## src/rtl/uart_cmd_parser.sv

```systemverilog
`default_nettype none
// ============================================================================
// Module   : uart_cmd_parser
// Brief    : Decodes UART RX bytes into SD-card block read/write commands,
//            forwards write data to the card driver and multiplexes driver
//            result bytes with injected status bytes onto UART TX.
// Revision : 1.0 - initial release
// ============================================================================
module uart_cmd_parser #(
  parameter int         BLOCK_LEN = 512,
  parameter logic [7:0] CMD_WR    = 8'h57,
  parameter logic [7:0] CMD_RD    = 8'h52,
  parameter logic [7:0] ST_OK     = 8'h4B,
  parameter logic [7:0] ST_BAD    = 8'h3F,
  parameter logic [7:0] ST_TMO    = 8'h54,
  parameter int         TIMEOUT   = 50000000
) (
  input  logic        CLOCK50,
  input  logic        RESET,
  input  logic        RX_STB,
  input  logic [7:0]  RX_DAT,
  output logic        RX_ACK,
  output logic        UTX_STB,
  output logic [7:0]  UTX_DAT,
  input  logic        UTX_ACK,
  output logic        WR_STB,
  output logic [31:0] WR_ADDR,
  input  logic        WR_ACK,
  output logic        WD_STB,
  output logic [7:0]  WD_DATA,
  input  logic        WD_ACK,
  output logic        RD_STB,
  output logic [31:0] RD_ADDR,
  input  logic        RD_ACK,
  input  logic        RES_STB,
  input  logic [7:0]  RES_DATA,
  output logic        RES_ACK,
  output logic        BUSY
);

  // Byte counter covers both the 4 address bytes and the data block.
  localparam int CNT_W = (BLOCK_LEN > 4) ? $clog2(BLOCK_LEN) : 2;
  localparam int TMO_W = 26;
  localparam logic [CNT_W-1:0] c_last_byte = CNT_W'(BLOCK_LEN - 1);
  localparam logic [CNT_W-1:0] c_last_addr = CNT_W'(3);
  localparam logic [TMO_W-1:0] c_tmo_last  = TMO_W'(TIMEOUT - 1);

  localparam logic [2:0] S_IDLE    = 3'd0;
  localparam logic [2:0] S_ADDR    = 3'd1;
  localparam logic [2:0] S_WR_CMD  = 3'd2;
  localparam logic [2:0] S_WR_DATA = 3'd3;
  localparam logic [2:0] S_RD_CMD  = 3'd4;
  localparam logic [2:0] S_STATUS  = 3'd5;

  logic [2:0]       state_q,   state_d;
  logic             is_wr_q,   is_wr_d;
  logic [CNT_W-1:0] cnt_q,     cnt_d;
  logic [23:0]      addr_q,    addr_d;
  logic [31:0]      wr_addr_q, wr_addr_d;
  logic [31:0]      rd_addr_q, rd_addr_d;
  logic             wr_stb_q,  wr_stb_d;
  logic             rd_stb_q,  rd_stb_d;
  logic [7:0]       status_q,  status_d;
  logic [TMO_W-1:0] tmo_q,     tmo_d;
  logic             inj_q,     inj_d;

  // Only three address bytes need storing; the fourth completes the word.
  logic [31:0] addr_full;
  assign addr_full = {addr_q, RX_DAT};

  // State and datapath registers; reset drops both command strobes at once.
  always_ff @(posedge CLOCK50 or negedge RESET) begin
    if (!RESET) begin
      state_q   <= S_IDLE;
      is_wr_q   <= 1'b0;
      cnt_q     <= '0;
      addr_q    <= '0;
      wr_addr_q <= '0;
      rd_addr_q <= '0;
      wr_stb_q  <= 1'b0;
      rd_stb_q  <= 1'b0;
      status_q  <= 8'h00;
      tmo_q     <= '0;
      inj_q     <= 1'b0;
    end else begin
      state_q   <= state_d;
      is_wr_q   <= is_wr_d;
      cnt_q     <= cnt_d;
      addr_q    <= addr_d;
      wr_addr_q <= wr_addr_d;
      rd_addr_q <= rd_addr_d;
      wr_stb_q  <= wr_stb_d;
      rd_stb_q  <= rd_stb_d;
      status_q  <= status_d;
      tmo_q     <= tmo_d;
      inj_q     <= inj_d;
    end
  end

  // Next-state, counters and timeout; the idle counter defaults to clear so
  // every accepted byte and every state entry restarts it.
  always_comb begin
    state_d   = state_q;
    is_wr_d   = is_wr_q;
    cnt_d     = cnt_q;
    addr_d    = addr_q;
    wr_addr_d = wr_addr_q;
    rd_addr_d = rd_addr_q;
    status_d  = status_q;
    tmo_d     = '0;
    inj_d     = 1'b0;
    case (state_q)
      S_IDLE: begin
        if (RX_STB) begin
          if (RX_DAT == CMD_WR || RX_DAT == CMD_RD) begin
            is_wr_d = (RX_DAT == CMD_WR);
            cnt_d   = '0;
            state_d = S_ADDR;
          end else begin
            status_d = ST_BAD;
            state_d  = S_STATUS;
          end
        end
      end
      S_ADDR: begin
        if (RX_STB) begin
          addr_d = addr_full[23:0];
          cnt_d  = cnt_q + 1'b1;
          if (cnt_q == c_last_addr) begin
            cnt_d = '0;
            if (is_wr_q) begin
              wr_addr_d = addr_full;
              state_d   = S_WR_CMD;
            end else begin
              rd_addr_d = addr_full;
              state_d   = S_RD_CMD;
            end
          end
        end else if (tmo_q == c_tmo_last) begin
          cnt_d    = '0;
          status_d = ST_TMO;
          state_d  = S_STATUS;
        end else begin
          tmo_d = tmo_q + 1'b1;
        end
      end
      S_WR_CMD: begin
        if (WR_ACK) begin
          cnt_d   = '0;
          state_d = S_WR_DATA;
        end
      end
      S_WR_DATA: begin
        if (RX_STB && WD_ACK) begin
          if (cnt_q == c_last_byte) begin
            cnt_d    = '0;
            status_d = ST_OK;
            state_d  = S_STATUS;
          end else begin
            cnt_d = cnt_q + 1'b1;
          end
        end else if (tmo_q == c_tmo_last) begin
          // Partial block is dropped; the driver simply sees no more bytes.
          cnt_d    = '0;
          status_d = ST_TMO;
          state_d  = S_STATUS;
        end else begin
          tmo_d = tmo_q + 1'b1;
        end
      end
      S_RD_CMD: begin
        if (RD_ACK) begin
          state_d = S_IDLE;
        end
      end
      S_STATUS: begin
        // Wait for a gap in result bytes, then keep the status selected
        // until it is taken so a result byte is never split.
        if (inj_q || !RES_STB) begin
          if (UTX_ACK) begin
            state_d = S_IDLE;
          end else begin
            inj_d = 1'b1;
          end
        end
      end
      default: state_d = S_IDLE;
    endcase
    wr_stb_d = (state_d == S_WR_CMD);
    rd_stb_d = (state_d == S_RD_CMD);
  end

  // Output decode: RX acceptance, write-data forwarding and the TX mux.
  always_comb begin
    RX_ACK  = 1'b0;
    WD_STB  = 1'b0;
    WD_DATA = RX_DAT;
    UTX_STB = RES_STB;
    UTX_DAT = RES_DATA;
    RES_ACK = UTX_ACK;
    case (state_q)
      S_IDLE, S_ADDR: RX_ACK = RX_STB;
      S_WR_DATA: begin
        WD_STB = RX_STB;
        RX_ACK = WD_ACK;
      end
      S_STATUS: begin
        if (inj_q || !RES_STB) begin
          UTX_STB = 1'b1;
          UTX_DAT = status_q;
          RES_ACK = 1'b0;
        end
      end
      default: RX_ACK = 1'b0;
    endcase
  end

  assign WR_STB  = wr_stb_q;
  assign RD_STB  = rd_stb_q;
  assign WR_ADDR = wr_addr_q;
  assign RD_ADDR = rd_addr_q;
  assign BUSY    = (state_q != S_IDLE);

endmodule
`default_nettype wire
```

## config.mk

```make
export PLATFORM = sky130hd
export DESIGN_NAME = uart_cmd_parser
export DESIGN_NICKNAME = d
export VERILOG_FILES = /design/src/rtl/uart_cmd_parser.sv
export SDC_FILE = /design/constraint.sdc
export NUM_CORES = 1
export LEC_CHECK = 0
export CAP_MARGIN = 40
export CORE_MARGIN = 1.5
export CORE_UTILIZATION = 25
export CTS_CLUSTER_SIZE = 14
export DETAILED_ROUTE_END_ITERATION = 10
export MAX_ROUTING_LAYER = met4
export PLACE_DENSITY_LB_ADDON = 0.3
export SLEW_MARGIN = 30
export SYNTH_ARGS = -nofsm -noshare
export SYNTH_HDL_FRONTEND = slang
export SYNTH_SLANG_ARGS = --single-unit
```

## constraint.sdc

```tcl
create_clock -name CLOCK50 -period 3.35 [get_ports CLOCK50]
set_input_delay 0.5025 -clock CLOCK50 [delete_from_list [all_inputs] [get_ports CLOCK50]]
set_output_delay 0.5025 -clock CLOCK50 [all_outputs]
set_load 0.05 [all_outputs]
```

==> run summary <==
The count of nets left with antenna violations once routing finished came out at 0. At the pin with the least slew margin, the transition time is 0.645 ns. In this run, the clock network consumes 26.1% of the power.

The number of flops mapped to enable cells by yosys is 0, and the number of maximum-capacitance constraint violations is 0. Using the TritonRoute via totals, the vias-per-cell ratio works out to 4.40. Setup total negative slack on the finished layout was measured at 0 ns. In this run the horizontal extent of the chip is 159 um.

STA classifies the critical path startpoint as a flop. dfrtp_1 is the most common cell in the netlist. Walking the worst path, the cells encountered are inv_1 -> and4_2 -> mux2_2 -> clkdlybuf4s50_1.

Relative to the synthesized area, the layout overhead comes to 34.5%. By area the synthesized netlist is led by dfrtp_1 57%, mux2_2 13%, nand2_1 5.6%. The total global-route track usage was 12.9%; the number of sinks driven by the clock tree was 138. The worst path meets setup with 0.179 ns of slack.

The number of buffers added on ports was 110. The initial utilization of the core area, before any placement, comes to 25.6%. At the end of the flow, the number of nets in the layout was 677. In this run, the combinational gates consume 39.8% of the power.

Counting every net in the synthesized netlist gives 563. The longest clock path from root to sink contains 2 buffers. The worst setup path is of the flop to primary output kind. The HPWL after detailed placement is 9.92 mm.

The die covers 25200 um^2. The level count of the clock H-tree is 4, and the number of cell rows is 56. The register bit count reported by yosys works out to 138. Detailed routing inserted a total of 4313 vias. Clock-pin slew was measured on the worst setup and hold paths at 0.06 ns. Setup violations remaining at the end of the flow were counted as 0. Ranked by instance count, the synthesized netlist is headed by 138 x dfrtp_1, 90 x nand2_1, 71 x mux2_2.

The type of the most critical hold path is input pin to async pin. The repair_antennas step left the layout with diodes totalling 0. Buffers inserted during clock tree synthesis total 17.

The run gives 947 as the number of cells after detailed placement. In this run the clock root is driven by a clkbuf_16. TritonCTS built the clock tree. The average cell area after synthesis came out at 11.3 um^2. The startpoint identified for the worst register-to-register timing path is cnt_q[0]. The number of instances in the synthesized netlist was 536; the total internal power was 4.29 mW.

Buffers added to address setup during post-CTS repair amount to 0. For the final-report hold violation count, the log shows 0. The required time of the worst setup path was 2.85 ns; the chip height was 159 um.

The maximum vdd ir drop is 0.493 mV. Summing all multi-input logic gate instances after layout gives 2410 um^2. At the later pin of the worst-skew pair, clock insertion delay measures 0.41 ns. The run gives 0 as the post-route DRC violation count. The tools report the normalized max-slew margin as 56.6%. Timing analysis after detailed placement gives a worst setup slack of 0.256 ns. The logs give 0 for the total number of yosys warnings and 23600 um^2 for the area of the core region. Sequential cells burn 34.0% of the power. For this run, the top clock speed supported by timing is 315 MHz. For flop-to-flop paths, the worst setup slack is 0.67 ns. The initial detailed-routing violation count is 259. The endpoint identified for the worst register-to-register timing path is cnt_q[5]. The leakage power figure was 3.60 nW. The final number of max-transition violations was 0; the switching part of the total power was 40.5%. The most used flip-flop cell after synthesis is dfrtp_1.

The number of antenna violations at the first check in global routing is 0, and the power per standard cell area is 885 nW/um^2. The tools report the post-detailed-placement cell area as 7520 um^2. The routed design has 14.9 mm of wire.

The share of synthesized area occupied by flip-flops and latches is 57.0%. After global routing the overflow that remains totals 0. Between clock sinks in the finished design, the worst skew comes to 0.00741 ns. Entering global routing, the biggest net connects 82 pins.

The logs give 2.92 mW for the switching power and 4 for the first-pass iteration count of the detailed router. Once layout is done, the placed cells without fillers occupy 8150 um^2. Data arrives at the worst endpoint at 2.67 ns. For the routability congestion estimate from global placement, the log shows 0.778. For this design the top-level I/O count stands at 111. The final worst-path cycle share is 94.6%, and the sequential cell area is 3450 um^2. The routed wire length per instance came out at 15.2 um.

The cell family contributing the most delay on the critical path is buffers and inverters. Synthesized area: 6050 um^2. The number of cells on the worst reg-to-reg path is 9. The area share of the largest cell type after synthesis is 57.0%, and the number of filler instances in the final layout is 2387. Nature of the critical path endpoint: a primary output.

Setup repair after global routing left no endpoint under its margin. The share of synthesized registers carrying an async set or reset is 100%. Summed over all instances, the cell type with the most area after synthesis is dfrtp_1. The cell at the slowest stage of the critical path was clkdlybuf4s50_1. After the flow finishes, the layout carries non-filler instances totaling 981. The sum of buffers and inverters on the critical path is 2, and the final critical path time including I/O delays and setup is 3.17 ns. For the via count of the first global-routing pass, the log shows 4348.

The number of library cell types mapped by synthesis is 50, and the fraction of layout cells with a size suffix above 1 is 19.5%. The maximum cell stage delay along the critical path is 0.70 ns. The flow ran to the end, and the final reports show no timing, DRC or antenna violations. The worst-path maximum fanout was 11. The wire length of the first global-routing pass is 24.0 mm.
-- state kept, by name (all words and copies together) (netlist names) --
name and count:
RD_STB 1, inj_q 1, cnt_q 9, WR_STB 1, addr_q 24, is_wr_q 1, tmo_q 26, status_q 8
state_q 3, WR_ADDR 32, RD_ADDR 32
-- worst max-delay path by stage --
stage | end | cells past startpoint | startpoint | slack, ns
global route | UTX_DAT[4] | 4 | state_q[1] | 0.02
CTS | UTX_DAT[5] | 4 | state_q[1] | 0.06
detailed placement | UTX_DAT[5] | 5 | RES_STB | 0.26
floorplan | cnt_q[7] | 10 | cnt_q[0] | 0.86
finish | UTX_DAT[7] | 4 | state_q[1] | 0.18
global placement | UTX_DAT[7] | 5 | RES_STB | 0.31
-- timing repair --
item	CTS	global route
gates resized for setup	0	1
endpoints found under the hold margin	0	14
hold buffers	0	1
setup endpoints to repair	0	8
-- stage by stage --
| step | hold WS (ns) | util, % | power (mW) |
|---|---|---|---|
| after floorplan | 0.207 | - | 4.31 |
| after global placement | 0.464 | 31.8 | 5.36 |
| after detailed placement | 0.474 | 31.8 | 5.38 |
| after CTS | 0.177 | 34.3 | 7.31 |
| after global routing | 0.487 | 34.5 | 7.58 |
| final | 0.486 | 34.5 | 7.21 |
-- metal layers --
layer  global-route usage [%]  part of all wire (%)  vias up
met2                     21.3                    51       69
li1                         -                     -     2083
met1                     15.4                    45     2153
met5                        -                     0        -
met4                     3.20                  0.52        0
met3                     3.73                   3.9        8
-- cell type report --
| type | count | area share, % |
|---|---|---|
| flip-flops and latches | 138 | 42.4 |
| multi-input cells | 358 | 29.5 |
| repair buffers | 125 | 15.5 |
| clock buffers | 20 | 5.36 |
| well taps | 319 | 4.90 |
| clock inverters | 11 | 1.80 |
| inverters | 10 | 0.461 |
-- power groups by stage --
stage | sequential, mW | combinational (mW) | clock [mW]
2_1_floorplan | 3.31 | 1.01 | 0
3_3_place_gp | 2.48 | 2.88 | 0
3_5_place_dp | 2.49 | 2.89 | 0
4_1_cts | 2.46 | 2.90 | 1.94
5_1_grt | 2.52 | 3.06 | 2.00
6_report | 2.45 | 2.87 | 1.88
-- kinds of logic (layout without fill, tap and decap cells) --
family	count (synthesis)	count (layout)	share of synthesized area [%]
xor+xnor	24	24	3.47
buf+inv	40	166	3.37
mux	71	71	13.2
simple gates	205	205	16.3
compound gates	55	55	5.97
fa+ha+maj	3	3	0.620
flops	138	138	57.0
-- layout by cell type, fill, tap and decap left out, types with 4 or more instances in the layout --
cell type	synthesis	final
and4_1	5	4
buf_4	8	9
nor4_1	8	8
a21oi_1	20	20
nand2b_1	6	6
mux2_2	71	71
nand4_1	8	8
inv_1	10	10
nor2_1	35	34
clkdlybuf4s50_1	0	108
nand2_1	90	90
nand3_1	14	13
and3_1	7	7
nor3_1	8	8
o21ai_0	6	6
a31oi_1	6	6
nor2b_1	6	6
a21o_1	5	5
xor2_1	11	11
dfrtp_1	138	138
clkbuf_16	0	17
xnor2_1	13	13
Note: power is estimated with default switching activity, not from simulation.
